[config.mk]
export PLATFORM = sky130hd
export DESIGN_NAME = mul6x6_accum
export DESIGN_NICKNAME = d
export VERILOG_FILES = /design/src/rtl/mul6x6_accum.sv
export SDC_FILE = /design/constraint.sdc
export NUM_CORES = 1
export LEC_CHECK = 0
export CAP_MARGIN = 20
export CELL_PAD_IN_SITES_DETAIL_PLACEMENT = 0
export CELL_PAD_IN_SITES_GLOBAL_PLACEMENT = 1
export CORE_ASPECT_RATIO = 0.75
export CORE_MARGIN = 4
export CORE_UTILIZATION = 30
export CTS_CLUSTER_DIAMETER = 150
export DETAILED_ROUTE_END_ITERATION = 12
export PLACE_DENSITY = 0.77
export SYNTH_ARGS = -nofsm -noshare
export SYNTH_HDL_FRONTEND = slang
export SYNTH_SLANG_ARGS = --single-unit
[constraint.sdc]
create_clock -name clk -period 2.1 [get_ports clk]
set_input_delay 0.42 -clock clk [delete_from_list [all_inputs] [get_ports clk]]
set_output_delay 0.42 -clock clk [all_outputs]
set_load 0.01 [all_outputs]
[src/rtl/mul6x6_accum.sv]
// Accumulates a stream of 12-bit products into an ACC_W-bit sum with beat count and sticky carry flag.
// Result is presented in DONE and held until out_ready; in_ready is low while a result waits.
module mul6x6_accum #(
  parameter int ACC_W = 16
) (
  input  logic             clk,
  input  logic             rst,
  input  logic             in_valid,
  output logic             in_ready,
  input  logic [11:0]      in_p,
  input  logic             in_last,
  input  logic             clr,
  output logic             out_valid,
  input  logic             out_ready,
  output logic [ACC_W-1:0] out_sum,
  output logic [7:0]       out_count,
  output logic             out_ovf
);

  typedef enum logic [1:0] {
    S_IDLE = 2'd0,
    S_ACC  = 2'd1,
    S_DONE = 2'd2
  } state_t;

  state_t           r_state;
  state_t           w_next;
  logic [ACC_W-1:0] r_acc;
  logic [7:0]       r_count;
  logic             r_ovf;
  logic             w_in_ready;
  logic             w_out_valid;
  logic             w_accept;
  logic [ACC_W:0]   w_sum;

  assign w_accept = in_valid & w_in_ready;
  // One extra bit captures the carry out of the accumulator width.
  assign w_sum    = {1'b0, r_acc} + (ACC_W+1)'(in_p);

  always_ff @(posedge clk or posedge rst) begin
    if (rst) begin
      r_state <= S_IDLE;
    end else if (clr) begin
      r_state <= S_IDLE;
    end else begin
      r_state <= w_next;
    end
  end

  always_comb begin
    w_next = r_state;
    case (r_state)
      S_IDLE, S_ACC: begin
        if (w_accept) begin
          w_next = in_last ? S_DONE : S_ACC;
        end
      end
      S_DONE: begin
        if (out_ready) begin
          w_next = S_IDLE;
        end
      end
      default: w_next = S_IDLE;
    endcase
  end

  always_comb begin
    w_in_ready  = 1'b1;
    w_out_valid = 1'b0;
    if (r_state == S_DONE) begin
      w_in_ready  = 1'b0;
      w_out_valid = 1'b1;
    end
  end

  // clr outranks a beat accepted in the same cycle; that beat is dropped.
  always_ff @(posedge clk or posedge rst) begin
    if (rst) begin
      r_acc   <= '0;
      r_count <= 8'd0;
      r_ovf   <= 1'b0;
    end else if (clr) begin
      r_acc   <= '0;
      r_count <= 8'd0;
      r_ovf   <= 1'b0;
    end else if (w_accept) begin
      if (r_state == S_IDLE) begin
        r_acc   <= ACC_W'(in_p);
        r_count <= 8'd1;
        r_ovf   <= 1'b0;
      end else begin
        r_acc   <= w_sum[ACC_W-1:0];
        r_ovf   <= r_ovf | w_sum[ACC_W];
        r_count <= (r_count == 8'd255) ? 8'd255 : r_count + 8'd1;
      end
    end
  end

  assign in_ready  = w_in_ready;
  assign out_valid = w_out_valid;
  assign out_sum   = r_acc;
  assign out_count = r_count;
  assign out_ovf   = r_ovf;

endmodule

Word level (Yosys, flattened, before mapping)
Cells that the tools add are included.

Register bits after elaboration: 27. Input port bits: 18. Logic and storage cells: 34.

Add/sub/neg operators: 2. Eq/ne operators: 5. Multiplexer cells: 17. Bitwise gates (word level): 2. Reduce and logical (&&, ||, !) cells: 4.

Operators with widths (count): 16-bit 2-to-1 mux (3); 8-bit 2-to-1 mux (4); 16-bit by 12-bit adder with 17-bit output (1); 8-bit by 1-bit adder with 8-bit output, second input constant (1); 8-bit == test, second input constant (1); 2-bit 2-to-1 mux (4); 3-bit inequality test, second input constant (2); 1-bit 2-to-1 mux (5); 2-bit one-hot mux with 2 select lines (1); 2-bit by 1-bit == test with 1-bit output, second input constant (1); 2-bit == test, second input constant (1); 2-bit logical NOT (1); 2-bit AND reduction (1); 2-bit nonzero test (1); 2-bit OR reduction (1); 1-bit bitwise AND (1); 1-bit bitwise OR (1).

Longest topological paths before layout
Gate-level depths: netlist (run 1).

Word-level depth: 6. Gate-level depth with buffers: 9. Depth with buffers taken out: 9.

Worst setup path before layout (run 1)
OpenSTA, ideal clock, no wires.

Path type: input -> register. Start point: in in_p[0]. End point: reg r_acc[14], in the netlist out_sum[14]. Data arrival time: 2.152 ns. Data required time: 1.966 ns. Slack: -0.186 ns. Stages: 9. Cells stage by stage: ha_1 fa_1 a21oi_1 o211ai_1 a41o_1 a31o_2 nand3_1 xor2_1 o21ai_0.

Word-level cells in the longest chain between the ends: 4.

RTL lines: start, declared (line 10) `input logic [11:0] in_p,`; 16-bit by 12-bit adder with 17-bit output (line 38) `assign w_sum = {1'b0, r_acc} + (ACC_W+1)'(in_p);`; 16-bit 2-to-1 mux (line 87) `if (r_state == S_IDLE) begin`; 16-bit 2-to-1 mux (line 86) `end else if (w_accept) begin`; 16-bit 2-to-1 mux (line 82) `end else if (clr) begin`; end signal, assigned (line 88) `r_acc <= ACC_W'(in_p);`; end signal, assigned (line 92) `r_acc <= w_sum[ACC_W-1:0];`; end, declared (line 28) `logic [ACC_W-1:0] r_acc;`.

Every way passes these cells. The select of a mux whose other input is x is not followed. A chain may end at the register's enable or synchronous reset.

Final worst setup path (run 1)
Start point: in in_p[6]. End point: reg r_acc[12], in the netlist out_sum[12].

Same word-level chain as after synthesis.

==> results.cfg, run 1 <==
[outcome]
outcome = complete, but fails checks
violations = negative setup slack

[place]
hpwl_um = 4014
place_congestion = 0.7862
placed_area_mm2 = 0.002596
pre_cts_ws_ns = -0.6013
place_inst = 357
port_buffers = 44

[worst_setup_path]
critPathArrivalTime_ns = 2.32
cpMaxStageDelayCell = clkdlybuf4s50_1
max_stage_delay_ns = 0.43
r2r_end = out_sum[12]
start_kind = input port
r2r_cells = 9
rr_startpoint = out_sum[0]
critical_path_class = input port to register
crit_chain = clkdlybuf4s50_1 -> ha_1 -> buf_4 -> o211ai_1 -> nand2_1 -> a41o_1 -> a31o_4 -> mux2i_1 -> a22oi_1 -> nor2_1
crit_buf_inv = 2
critPathTopFamily = compound AO/OA/AOI/OAI gates
cp.required_ns = 2.28
worstSetupEndpointType = register
regToRegSetupSlack_ns = -0.03
worstPathMaxFanout = 3

[logic_synthesis]
yosys.area_share.simple_pct = 18.29
synth_area_mm2 = 0.001841
synth_area_per_cell_um2 = 8.806
synth_ff_type = dfrtp_1
synth_xor_area_share_pct = 4.283
yosys.cell_types.count = 50
synth_adder_area_share_pct = 9.925
syn_inst = 209
synth_top_family_by_area = compound AO/OA/AOI/OAI gates
ys_warn_count = 0
synth-compound-area-share_pct = 25.36
syn-num-nets = 241
ys_ff_latch = 27
synthArstFlopShare_pct = 100.0
synth_edf_count = 0
ys_seq_area_share_pct = 36.71
synth_mux_area_share_pct = 2.243

[floorplan]
die-area_mm2 = 0.007465
ioPinCount = 45
die_x_um = 98.45
start_util_pct = 31.27
fp.dieH_um = 75.83
rows = 24
core_mm2 = 0.005886

[cells_and_area]
finalNonFillerCells = 365
antenna_cells = 0
drive_gt1_share_pct = 25.09
finalCoreUtilization_pct = 47.90
fin_area_mm2 = 0.002819
layout.nets = 320
area_growth_pct = 53.16

[timing]
worst_slew_pin_slew_ns = 0.4595
max_freq_mhz = 465.3
post-route-period-util_pct = 102.3
holdWs_ns = 0.4883
setup_tns_ns = -0.1564
finalHoldViolCount = 0
clock_skew_ns = 0.003790
drv_slew = 0
max_slew_margin_pct = 69.37
rsz0062_at_grt = yes
setup_slack_ns = -0.04895
fin_crit_ns = 2.149
setup_viol = 6

[power_and_ir_drop]
power.density_mw_per_mm2 = 523.7
ir_drop_mv = 0.2982
switching_share_pct = 32.71
pwr-share-clk_pct = 21.4
total_power_mw = 1.476
seqPwrFrac_pct = 39.1
p_leak_nw = 1.192
internal-power_mw = 0.9933
switchingPower_mw = 0.4829
comb_power_share_pct = 39.6

[global_route]
grt_pass1_wl_um = 8735
gr-total-overflow = 0
antenna_found_initial = 0
grt_max_degree = 28
grt_usage_pct = 14.45
grt_pass1_vias = 1751

[route]
drtPass1Iterations = 4
drc = 0
vias_per_cell = 5.000
drt_iter0_markers = 82
vias = 1825
wl_per_cell_um = 14.87
drt_wl_total_um = 5428
ant_nets = 0

[clock_network]
postCtsHoldBufs = 0
htreeDepth = 1
cts_buffer_depth = 2
cts-buffers-inserted = 3
insertion_delay_ns = 0.28
cts_tree = built
clk_pin_slew_ns = 0.10
clock_sink_count = 27
clk_root_buffer_cell = clkbuf_8

[worst_hold_path]
min_path_type = input port to asynchronous set/reset pin

[job]
max_cap_violations = 0
-- placed cells by master (no fill, tap or decap), types with 6 or more instances in the layout --
cell type / instances
ha_1: 7
dfrtp_1: 26
nand2_1: 26
o21ai_0: 21
nor2_1: 14
inv_1: 6
nand3_1: 10
a21oi_1: 15
buf_4: 34
a21oi_2: 7
clkdlybuf4s50_1: 39
-- routing by layer --
layer | vias to the layer above | part of all wire [%] | GRT usage [%]
li1 | 920 | - | -
met1 | 851 | 50 | 20.29
met2 | 52 | 44 | 23.60
met3 | 2 | 5.7 | 3.385
met4 | 0 | 0.33 | 1.818
met5 | - | 0 | 0
-- synthesized netlist by cell type (all sizes together) (2+ instances only) --
library cell / count / share of area, %
clkbuf: 3 / 1.2
a21o: 3 / 1.3
or2: 2 / 0.68
o21ai: 24 / 6.5
a22o: 2 / 0.95
buf: 3 / 0.82
nand2b: 2 / 0.82
xnor2: 4 / 1.9
o211ai: 4 / 1.6
nor2: 16 / 3.8
mux2i: 3 / 1.6
nand2: 27 / 5.6
xor2: 5 / 2.4
and3: 3 / 1.0
ha: 13 / 8.8
nand3: 11 / 3.0
a31oi: 2 / 1.0
a21oi: 23 / 6.7
a32oi: 2 / 0.95
dfrtp: 27 / 37
o31ai: 3 / 1.5
inv: 6 / 1.2
or4: 2 / 0.82
nor3: 3 / 0.82
-- worst register-to-register path: stages (launching register included) --
cell	delay, ns
dfrtp_1	0.40
ha_2	0.20
fa_2	0.36
a21oi_2	0.14
o211ai_1	0.11
a41o_1	0.24
a31o_4	0.27
mux2i_1	0.12
a22oi_1	0.14
nor2_1	0.05
-- power groups by stage --
stage	sequential [mW]	clock (mW)	combinational, mW
CTS	0.575	0.330	0.545
global route	0.581	0.348	0.635
global placement	0.580	0	0.499
finish	0.577	0.315	0.584
floorplan	0.591	0	0.257
detailed placement	0.581	0	0.508
-- cell type report --
type                       count  area [um^2]
clock inverter                 1        7.507
sequential                    27        676.9
timing repair buffer          80        720.7
multi-input combinational    170         1252
tap                           78        97.59
inverter                       6        22.52
fill                         594         3067
clock buffer                   3        41.29
-- registers in the layout, summed over array words and instances, names as in the netlist --
register,cells
out_sum,16
r_state,2
out_count,8
out_ovf,1
-- how the worst max path moves through the flow --
stage               slack (ns)  cells past startpoint     endpoint        from
finish                   -0.05                     10  out_sum[12]     in_p[6]
global route             -0.15                     10  out_sum[11]     in_p[5]
CTS                      -0.07                      9  out_sum[12]  out_sum[1]
detailed placement       -0.60                     10  out_sum[14]     in_p[0]
global placement         -0.56                     10  out_sum[12]     in_p[0]
floorplan                -0.06                      9  out_sum[12]  out_sum[0]
-- cell families after synthesis --
kind of cell	count (synthesis)
compound gates	73
simple gates	70
flops	27
fa+ha+maj	14
buf+inv	12
xor+xnor	9
mux	4
-- what timing repair did --
| item | in CTS | in global routing |
|---|---|---|
| pin swaps | 10 | 7 |
| gates resized for setup | 18 | 11 |
| setup buffers | 1 | 3 |
| gates cloned | 0 | 0 |
| setup endpoints to repair | 10 | 10 |
| endpoints found under the hold margin | 0 | 0 |
Power figures use the tool's default switching activity.
==> run 2: changes to the inputs <==
--- a/config.mk
+++ b/config.mk
@@ -14,6 +14,7 @@
 export CTS_CLUSTER_DIAMETER = 150
 export DETAILED_ROUTE_END_ITERATION = 12
 export PLACE_DENSITY = 0.77
+export SLEW_MARGIN = 10
 export SYNTH_ARGS = -nofsm -noshare
 export SYNTH_HDL_FRONTEND = slang
 export SYNTH_SLANG_ARGS = --single-unit
==> results of run 2 <==
The final DEF is identical to that of run 1; final timing and power are the same.
